<file path="src/rtl/atm_port_ctrl_pkg.sv">
// Shared constants and state encodings for the ATM port controller and its DOS/stall unit.
package atm_port_ctrl_pkg;

   // 7FFD is partially decoded: only za[15] and za[1] must be low.
   localparam logic [15:0] PORT_7FFD_MASK = 16'h8002;
   localparam logic [15:0] PORT_EFF7      = 16'hEFF7;
   localparam logic [7:0]  PORT_77_LO     = 8'h77;
   localparam logic [7:0]  PORT_F7_LO     = 8'hF7;

   localparam logic       PAGER_OFF_RST  = 1'b1;
   localparam logic       PENT_ROM_RST   = 1'b0;
   localparam logic [5:0] PENT_PAGE_RST  = 6'h00;
   localparam logic       PENT_RAM0_RST  = 1'b0;
   localparam logic       PENT_1M_RST    = 1'b0;
   localparam logic       PENT_LOCK_RST  = 1'b0;

   typedef enum logic {WR_IDLE, WR_WAIT} wr_state_t;
   typedef enum logic {DS_IDLE, DS_STALL} ds_state_t;

endpackage

</file>
<file path="src/rtl/atm_port_ctrl_dos_stall.sv">
// DOS flag owner: merges per-window enter/exit strobes and stalls the Z80 clock
// for STALL_LEN fclk cycles whenever DOS ROM switches in.
module atm_dos_stall
   import atm_port_ctrl_pkg::*;
#(
   parameter int unsigned STALL_LEN = 4
) (
   input  logic       fclk,
   input  logic       arst_n,
   input  logic [3:0] dos_turn_on,
   input  logic [3:0] dos_turn_off,
   output logic       dos,
   output logic       zclk_stall
);

   ds_state_t  state_q, state_d;
   logic [2:0] cnt_q, cnt_d;
   logic       dos_q, dos_d;
   logic       stall_q, stall_d;

   always_comb begin
      state_d = state_q;
      cnt_d   = cnt_q;
      dos_d   = dos_q;
      stall_d = stall_q;
      case (state_q)
         DS_IDLE: begin
            // Turn-on has priority when both arrive together.
            if ((|dos_turn_on) && !dos_q) begin
               dos_d   = 1'b1;
               cnt_d   = 3'(STALL_LEN - 1);
               stall_d = 1'b1;
               state_d = DS_STALL;
            end else if ((|dos_turn_off) && dos_q) begin
               dos_d = 1'b0;
            end
         end
         DS_STALL: begin
            if (cnt_q == 3'd0) begin
               stall_d = 1'b0;
               state_d = DS_IDLE;
            end else begin
               cnt_d = cnt_q - 3'd1;
            end
         end
      endcase
   end

   always_ff @(posedge fclk or negedge arst_n) begin
      if (!arst_n) begin
         state_q <= DS_IDLE;
         cnt_q   <= 3'd0;
         dos_q   <= 1'b0;
         stall_q <= 1'b0;
      end else begin
         state_q <= state_d;
         cnt_q   <= cnt_d;
         dos_q   <= dos_d;
         stall_q <= stall_d;
      end
   end

   assign dos        = dos_q;
   assign zclk_stall = stall_q;

endmodule

</file>
<file path="src/rtl/atm_port_ctrl.sv">
// Global ATM paging state: decodes Z80 writes to 7FFD/EFF7/xx77/xxF7 once per
// I/O cycle and hosts the DOS/stall unit shared by all four window pagers.
module atm_port_ctrl
   import atm_port_ctrl_pkg::*;
#(
   parameter int unsigned STALL_LEN = 4
) (
   input  logic        fclk,
   input  logic        arst_n,
   input  logic        zpos,
   input  logic        zneg,
   input  logic [15:0] za,
   input  logic [7:0]  zd,
   input  logic        iorq_n,
   input  logic        wr_n,
   input  logic        m1_n,
   input  logic [3:0]  dos_turn_on,
   input  logic [3:0]  dos_turn_off,
   output logic        atm_xxF7_wr,
   output logic        pager_off,
   output logic        pent1m_ROM,
   output logic [5:0]  pent1m_page,
   output logic        pent1m_ram0_0,
   output logic        pent1m_1m_on,
   output logic        dos,
   output logic        zclk_stall
);

   wr_state_t  wr_state_q, wr_state_d;
   logic       pager_off_q, pager_off_d;
   logic       rom_q, rom_d;
   logic [5:0] page_q, page_d;
   logic       ram0_q, ram0_d;
   logic       onem_q, onem_d;
   logic       lock_q, lock_d;
   logic       xxf7_wr_q, xxf7_wr_d;

   logic z_edge, io_wr, accept;
   logic hit_7ffd, hit_eff7, hit_77, hit_f7;

   // zpos and zneg never coincide on a real Z80 clock; zneg only vetoes a malformed edge.
   assign z_edge = zpos & ~zneg;
   assign io_wr  = ~iorq_n & ~wr_n & m1_n;
   assign accept = (wr_state_q == WR_IDLE) && z_edge && io_wr;

   assign hit_7ffd = ((za & PORT_7FFD_MASK) == 16'h0000) && (!lock_q || onem_q);
   assign hit_eff7 = (za == PORT_EFF7) && !dos;
   assign hit_77   = (za[7:0] == PORT_77_LO) && dos;
   assign hit_f7   = (za[7:0] == PORT_F7_LO) && dos;

   always_comb begin
      wr_state_d  = wr_state_q;
      pager_off_d = pager_off_q;
      rom_d       = rom_q;
      page_d      = page_q;
      ram0_d      = ram0_q;
      onem_d      = onem_q;
      lock_d      = lock_q;
      xxf7_wr_d   = 1'b0;
      case (wr_state_q)
         WR_IDLE: begin
            if (accept) begin
               wr_state_d = WR_WAIT;
               if (hit_7ffd) begin
                  rom_d = zd[4];
                  if (onem_q) begin
                     page_d = {zd[5], zd[7:6], zd[2:0]};
                  end else begin
                     page_d = {3'b000, zd[2:0]};
                     lock_d = zd[5];
                  end
               end
               if (hit_eff7) begin
                  onem_d = ~zd[2];
                  ram0_d = zd[3];
               end
               if (hit_77) begin
                  pager_off_d = ~za[8];
               end
               xxf7_wr_d = hit_f7;
            end
         end
         WR_WAIT: begin
            // Hold off until the I/O cycle ends so wait states cannot re-trigger.
            if (z_edge && iorq_n) begin
               wr_state_d = WR_IDLE;
            end
         end
      endcase
   end

   always_ff @(posedge fclk or negedge arst_n) begin
      if (!arst_n) begin
         wr_state_q  <= WR_IDLE;
         pager_off_q <= PAGER_OFF_RST;
         rom_q       <= PENT_ROM_RST;
         page_q      <= PENT_PAGE_RST;
         ram0_q      <= PENT_RAM0_RST;
         onem_q      <= PENT_1M_RST;
         lock_q      <= PENT_LOCK_RST;
         xxf7_wr_q   <= 1'b0;
      end else begin
         wr_state_q  <= wr_state_d;
         pager_off_q <= pager_off_d;
         rom_q       <= rom_d;
         page_q      <= page_d;
         ram0_q      <= ram0_d;
         onem_q      <= onem_d;
         lock_q      <= lock_d;
         xxf7_wr_q   <= xxf7_wr_d;
      end
   end

   atm_dos_stall #(
      .STALL_LEN (STALL_LEN)
   ) u_dos_stall (
      .fclk         (fclk),
      .arst_n       (arst_n),
      .dos_turn_on  (dos_turn_on),
      .dos_turn_off (dos_turn_off),
      .dos          (dos),
      .zclk_stall   (zclk_stall)
   );

   assign atm_xxF7_wr   = xxf7_wr_q;
   assign pager_off     = pager_off_q;
   assign pent1m_ROM    = rom_q;
   assign pent1m_page   = page_q;
   assign pent1m_ram0_0 = ram0_q;
   assign pent1m_1m_on  = onem_q;

endmodule
</file>
<file path="config.mk">
export PLATFORM = sky130hd
export DESIGN_NAME = atm_port_ctrl
export DESIGN_NICKNAME = d
export VERILOG_FILES = /design/src/rtl/atm_port_ctrl_pkg.sv /design/src/rtl/atm_port_ctrl_dos_stall.sv /design/src/rtl/atm_port_ctrl.sv
export SDC_FILE = /design/constraint.sdc
export NUM_CORES = 1
export LEC_CHECK = 0
export ABC_AREA = 1
export BUFFER_PORTS_ARGS = -buffer_cell sky130_fd_sc_hd__clkbuf_2
export CAP_MARGIN = 15
export CELL_PAD_IN_SITES_DETAIL_PLACEMENT = 1
export CELL_PAD_IN_SITES_GLOBAL_PLACEMENT = 2
export CORE_AREA = 2 2 70 72
export DETAILED_ROUTE_END_ITERATION = 10
export DIE_AREA = 0 0 72 74
export HOLD_SLACK_MARGIN = 0.1
export PLACE_DENSITY = 0.82
export SYNTH_ARGS = -nofsm -noshare
export SYNTH_HDL_FRONTEND = slang
export SYNTH_HIERARCHICAL = 1
export SYNTH_SLANG_ARGS = --single-unit
export TNS_END_PERCENT = 10
</file>
<file path="constraint.sdc">
create_clock -name fclk -period 1.3 [get_ports fclk]
set_input_delay 0.26 -clock fclk [delete_from_list [all_inputs] [get_ports fclk]]
set_output_delay 0.26 -clock fclk [all_outputs]
set_load 0.01 [all_outputs]
</file>
**Word level (Yosys, flattened, before mapping)**

Index checks and enable logic that the tools add are counted.

- Register bits: 19
- Word-level logic and storage cells: 71

- Muxes and demuxes: 17
- Bitwise operators: 11
- Equality and inequality tests: 6
- $add $sub $neg: 1
- Reduce and logical (&&, ||, !) cells: 24

Operators by type and width:

| kind | count |
|---|---|
| equality test 16 bit (second input constant) | 1 |
| zero test 16 bit | 1 |
| two-way mux 1 bit | 10 |
| logical AND 1 bit | 9 |
| AND reduction 3 bit | 3 |
| equality test 8 x 7 -> 1 bit (second input constant) | 1 |
| equality test 8 bit (second input constant) | 1 |
| inverter 1 bit | 8 |
| OR reduction 4 bit | 2 |
| two-way mux 3 bit | 2 |
| two-way mux 6 bit | 1 |
| one-hot mux 1 bit (2 select lines) | 3 |
| one-hot mux 3 bit (2 select lines) | 1 |
| AND reduction 2 bit | 3 |
| != test 2 bit (second input constant) | 2 |
| AND reduction 4 bit | 1 |
| bitwise AND 1 bit | 3 |
| zero test 3 bit | 1 |
| subtractor 3 x 1 -> 3 bit (second input constant) | 1 |
| zero test 1 bit | 2 |
| != test 2 x 1 -> 1 bit (second input constant) | 1 |
| nonzero test 2 bit | 1 |
| logical OR 1 bit | 1 |

**Longest topological paths before layout**

- Depth in word-level cells: 6
- Depth in mapped cells: 7

**Cells and area by module**

The synthesis kept the hierarchy.

By module, submodules not included:

| module | times used | area each (µm²) | cells an instance |
|---|---|---|---|
| atm_port_ctrl | 1 | 752.0 | 93 |
| atm_dos_stall | 1 | 316.6 | 40 |

**Least setup slack after synthesis**

No wires, ideal clock.

- Kind: flip-flop to flip-flop
- From: register onem_q, in the netlist pent1m_1m_on
- To: register page_q[2], in the netlist pent1m_page[2]
- Required time: 1.183 ns
- Setup slack: 0.189 ns
- Arrival time: 0.994 ns
- Period minus slack after synthesis: 1.111 ns
- Path buffers: 1
- Stages on the path, launching flop included: 7
- Setup time: 0.117 ns
- Cells stage by stage: dfrtp_1 > nor2_2 > nor2_4 > nand2_4 > buf_6 > nand2_2 > o21ai_2

- Cells in the longest elaborated chain, start to end: 3

Ends and longest elaborated chain:

| item | RTL line | text |
|---|---|---|
| from (decl) | atm_port_ctrl.sv:34 | `logic onem_q, onem_d;` |
| from (signal assigned) | atm_port_ctrl.sv:108 | `onem_q <= onem_d;` |
| logical OR 1 bit | atm_port_ctrl.sv:46 | `assign hit_7ffd = ((za & PORT_7FFD_MASK) == 16'h0000) && (!lock_q \|\| onem_q);` |
| logical AND 1 bit | atm_port_ctrl.sv:46 |  |
| AND reduction 3 bit (no line) | - |  |
| to (signal assigned) | atm_port_ctrl.sv:106 | `page_q <= page_d;` |
| to (decl) | atm_port_ctrl.sv:32 | `logic [5:0] page_q, page_d;` |

No other way between the ends.
A chain may end at the register's enable or synchronous reset.

**Worst setup path after layout**

- From: register onem_q, in the netlist pent1m_1m_on
- To: output pent1m_1m_on

RTL lines:

| item | RTL line | text |
|---|---|---|
| to (decl) | atm_port_ctrl.sv:24 | `output logic pent1m_1m_on,` |

No word-level cell between the ends.

==> impl_metrics.prom <==
# TYPE chip_impl_metric gauge
chip_impl_metric{name="finalHoldViolCount",unit=""} 0
chip_impl_metric{name="placementRows",unit=""} 25
chip_impl_info{name="ys_dominant_reg_cell",value="sky130_fd_sc_hd__dfrtp_1"} 1
chip_impl_info{name="synth_top_cell_by_area",value="sky130_fd_sc_hd__dfrtp_1"} 1
chip_impl_info{name="holdCritStartpoint",value="zd[1]"} 1
chip_impl_metric{name="net-switching-power",unit="µW"} 636
chip_impl_metric{name="vdd_ir_drop_max",unit="µV"} 492
chip_impl_metric{name="worst_slew_margin_rel",unit=""} 0.660
chip_impl_metric{name="routed_via_density",unit=""} 4.14
chip_impl_metric{name="post-route-period-util",unit=""} 0.912
chip_impl_metric{name="synth_edf_count",unit=""} 0
chip_impl_metric{name="tightest_slew",unit="ps"} 510
chip_impl_metric{name="horizontal_die_dimension",unit="µm"} 72
chip_impl_metric{name="grt_first_pass_wirelength",unit="µm"} 4530
chip_impl_metric{name="yosysWarningCount",unit=""} 6
chip_impl_metric{name="cts.reportedPaths.clkPinSlew",unit="ps"} 70
chip_impl_metric{name="synthCells",unit=""} 133
chip_impl_metric{name="drt-total-wl",unit="µm"} 2680
chip_impl_metric{name="clock_tree.buffer_depth",unit=""} 2
chip_impl_metric{name="post_synth_fa_ha_maj_area_fraction",unit=""} 0.0234
chip_impl_metric{name="leftover_overflow_at_the_end_of_global_routing",unit=""} 0
chip_impl_metric{name="critical_path_arrival",unit="ps"} 930
chip_impl_metric{name="p_seq_frac",unit=""} 0.452
chip_impl_metric{name="ys_seq_elements",unit=""} 19
chip_impl_metric{name="drtPass1Iterations",unit=""} 4
chip_impl_metric{name="first_global_vias",unit=""} 1084
chip_impl_metric{name="hpwlAfterDp",unit="µm"} 2200
chip_impl_metric{name="area_overhead_vs_synth",unit="%"} 36.5
chip_impl_metric{name="numCtsBuffers",unit=""} 3
chip_impl_metric{name="floorplan.die_area",unit="µm²"} 5330
chip_impl_info{name="critPathLaunch",value="pent1m_1m_on"} 1
chip_impl_metric{name="total_clock_sinks",unit=""} 19
chip_impl_info{name="synth_area_leaders",value="sky130_fd_sc_hd__dfrtp_1 42%, sky130_fd_sc_hd__nand2_1 15%, sky130_fd_sc_hd__inv_1 5.3%, sky130_fd_sc_hd__nor2_1 5.3%, sky130_fd_sc_hd__nand3_1 5.2%"} 1
chip_impl_info{name="path_class",value="flop to primary output"} 1
chip_impl_metric{name="post_synth_and_or_nand_nor_area_fraction",unit=""} 0.413
chip_impl_metric{name="xor_xnor_portion_of_the_synthesized_cell_area",unit=""} 0.00820
chip_impl_metric{name="switching_share",unit=""} 0.356
chip_impl_info{name="dominant_combinational_cell_family_by_area_after_synthesis",value="simple AND/OR/NAND/NOR gates"} 1
chip_impl_metric{name="detail-route-antenna-nets",unit=""} 0
chip_impl_metric{name="antenna_found_initial",unit=""} 0
chip_impl_metric{name="critical_path_peak_fanout",unit=""} 6
chip_impl_metric{name="final.min_clock_period",unit="ps"} 1190
chip_impl_metric{name="grt_max_degree",unit=""} 20
chip_impl_info{name="tritoncts_clock_tree",value="yes"} 1
chip_impl_metric{name="required_arrival_time_at_the_worst_endpoint",unit="ps"} 1040
chip_impl_metric{name="core-area",unit="µm²"} 4600
chip_impl_metric{name="cell_internal_pwr",unit="µW"} 1150
chip_impl_metric{name="tns",unit="ps"} 0
chip_impl_metric{name="crit_path_max_incr_delay",unit="ps"} 390
chip_impl_info{name="cp-start-kind",value="flop"} 1
chip_impl_metric{name="core_util_final",unit=""} 0.317
chip_impl_metric{name="power_frac_clock",unit=""} 0.231
chip_impl_metric{name="floorplan.initialDensity",unit=""} 0.232
chip_impl_metric{name="maxClockFrequency",unit="MHz"} 843
chip_impl_metric{name="num_antenna_cells",unit=""} 0
chip_impl_metric{name="power.leakage",unit="µW"} 0.000842
chip_impl_metric{name="grt.total_usage",unit=""} 0.108
chip_impl_metric{name="detail_route.drc_violations",unit=""} 0
chip_impl_metric{name="setup_viol_count_final",unit=""} 0
chip_impl_info{name="synth_commonest_cells",value="44 x sky130_fd_sc_hd__nand2_1, 18 x sky130_fd_sc_hd__dfrtp_1, 15 x sky130_fd_sc_hd__inv_1, 15 x sky130_fd_sc_hd__nor2_1, 11 x sky130_fd_sc_hd__nand3_1"} 1
chip_impl_info{name="grt_setup_unrepaired",value="false"} 1
chip_impl_metric{name="drive_gt1_frac",unit=""} 0.405
chip_impl_metric{name="port-buffer-count",unit=""} 51
chip_impl_info{name="timing.critical_path.slowest_stage_cell",value="sky130_fd_sc_hd__dfrtp_1"} 1
chip_impl_info{name="path_cells",value="buf_4, clkbuf_2"} 1
chip_impl_info{name="worst_hold_path_type",value="input port to flop"} 1
chip_impl_metric{name="synth_top_cell_area_share",unit=""} 0.422
chip_impl_metric{name="global_placement_routability_congestion",unit=""} 0.707
chip_impl_info{name="cts-root-buf",value="sky130_fd_sc_hd__clkbuf_8"} 1
chip_impl_info{name="critPathCaptureType",value="primary output"} 1
chip_impl_metric{name="drt_iter0_markers",unit=""} 21
chip_impl_metric{name="maxSlewViolCount",unit=""} 0
chip_impl_metric{name="synth.lib_cells_used.distinct",unit=""} 22
chip_impl_metric{name="synth_compound_area_frac",unit=""} 0.0457
chip_impl_metric{name="post_synth_instance_area",unit="µm²"} 1070
chip_impl_info{name="synth_most_common_cell",value="sky130_fd_sc_hd__nand2_1"} 1
chip_impl_metric{name="average_wire_per_cell_in_the_routed_design",unit="µm"} 11.0
chip_impl_metric{name="layout_skew",unit="ps"} 1.00
chip_impl_metric{name="sequential_share_of_the_synthesized_area",unit=""} 0.446
chip_impl_metric{name="nNetsFinal",unit=""} 232
chip_impl_metric{name="power.combinational.fraction",unit=""} 0.317
chip_impl_metric{name="die-height",unit="µm"} 74
chip_impl_metric{name="synthesis.area_per_instance",unit="µm²"} 8.03
chip_impl_metric{name="route.vias.total",unit=""} 1010
chip_impl_metric{name="mappedNetlistNets",unit=""} 174
chip_impl_metric{name="synth.mux.area_fraction",unit=""} 0
chip_impl_metric{name="clock_tree.htree_level_count",unit=""} 1
chip_impl_metric{name="maxCapViolations",unit=""} 0
chip_impl_metric{name="powerDensity",unit="nW/µm²"} 1220
chip_impl_metric{name="ys_async_sr_fraction",unit=""} 1.00
chip_impl_metric{name="ioPinCount",unit=""} 52
chip_impl_info{name="outcome",value="complete, no violations"} 1
chip_impl_info{name="critical_path.reg2reg.startpoint",value="u_dos_stall/cnt_q[0]"} 1
chip_impl_metric{name="clk_latency",unit="ps"} 250
[final timing paths]
check,endpoint,cells after the start,slack [ps]
worst max-delay path,pent1m_1m_on,2,110
worst min-delay path,pent1m_page[1],3,240
worst max register to register,u_dos_stall/cnt_q[0],7,120
worst min register to register,lock_q,2,470
max in group asynchronous,pager_off,2,430
min in group asynchronous,lock_q,2,510
[cells in the final DEF (no fill, tap or decap), drive strengths merged]
cell type and instances:
buf 2, clkbuf 54, clkinv 1, dfrtp 18
dfstp 1, dlygate4sd3 1, ha 2, inv 15
nand2 50, nand3 12, nand3b 1, nand4 2
nor2 21, nor3 1, nor3b 1, o21ai 6
or2 1, xnor2 1
[layout make-up]
cell class / count / area (µm²)
multi-input combinational: 98 / 532
clock buffer: 3 / 41.3
clock inverter: 1 / 5.00
inverter: 15 / 56.3
fill: 572 / 3140
timing repair buffer: 54 / 280
tap: 54 / 67.6
sequential: 19 / 477
[power groups by stage]
stage	clock [µW]	sequential (µW)	combinational (µW)
6_report	413	808	566
5_1_grt	465	829	657
4_1_cts	438	804	564
3_5_place_dp	0	814	558
3_3_place_gp	0	813	550
2_1_floorplan	0	796	365
[registers in the layout (all words and copies together) (netlist names)]
signal / cells
pent1m_page: 6
u_dos_stall/zclk_stall: 1
wr_state_q: 1
lock_q: 1
u_dos_stall/dos: 1
u_dos_stall/state_q: 1
u_dos_stall/cnt_q: 3
pent1m_ROM: 1
pent1m_1m_on: 1
pager_off: 1
atm_xxF7_wr: 1
pent1m_ram0_0: 1
[layer usage]
metal / GRT usage / up-vias / routed length [µm]
met3: 0.0312 / 2 / 148
met2: 0.200 / 26 / 1360
met1: 0.126 / 458 / 1170
met4: 0.0189 / 0 / 8
li1: - / 524 / -
met5: 0 / - / 0
[repair_timing]
| item | CTS | global route |
|---|---|---|
| hold buffers | 1 | 0 |
| setup buffers | 0 | 0 |
| hold endpoints to repair | 18 | 0 |
| gates resized for setup | 0 | 1 |
| setup endpoints to repair | 0 | 1 |
[worst max-delay path, delay by kind of cell (launching register included)]
family | cells | cell delay, ps
flops | 1 | 390
buf+inv | 2 | 280
[metrics by stage]
stage | instance area, µm² | hold WS (ps) | total power (µW) | setup WS, ps | instances
2_1_floorplan | 1070 | -35.6 | 1160 | 189 | 133
3_3_place_gp | 1400 | 251 | 1360 | 121 | 239
3_5_place_dp | 1400 | 256 | 1370 | 81.5 | 239
4_1_cts | 1450 | 230 | 1810 | 62.4 | 244
5_1_grt | 1460 | 248 | 1950 | 13.5 | 244
6_report | 1460 | 237 | 1790 | 114 | 244
[logic make-up after synthesis]
kind of cell / count (synthesis)
flops: 19
buf+inv: 16
simple gates: 89
compound gates: 6
fa+ha+maj: 2
xor+xnor: 1
No activity file was read; power rests on OpenSTA's default activity.
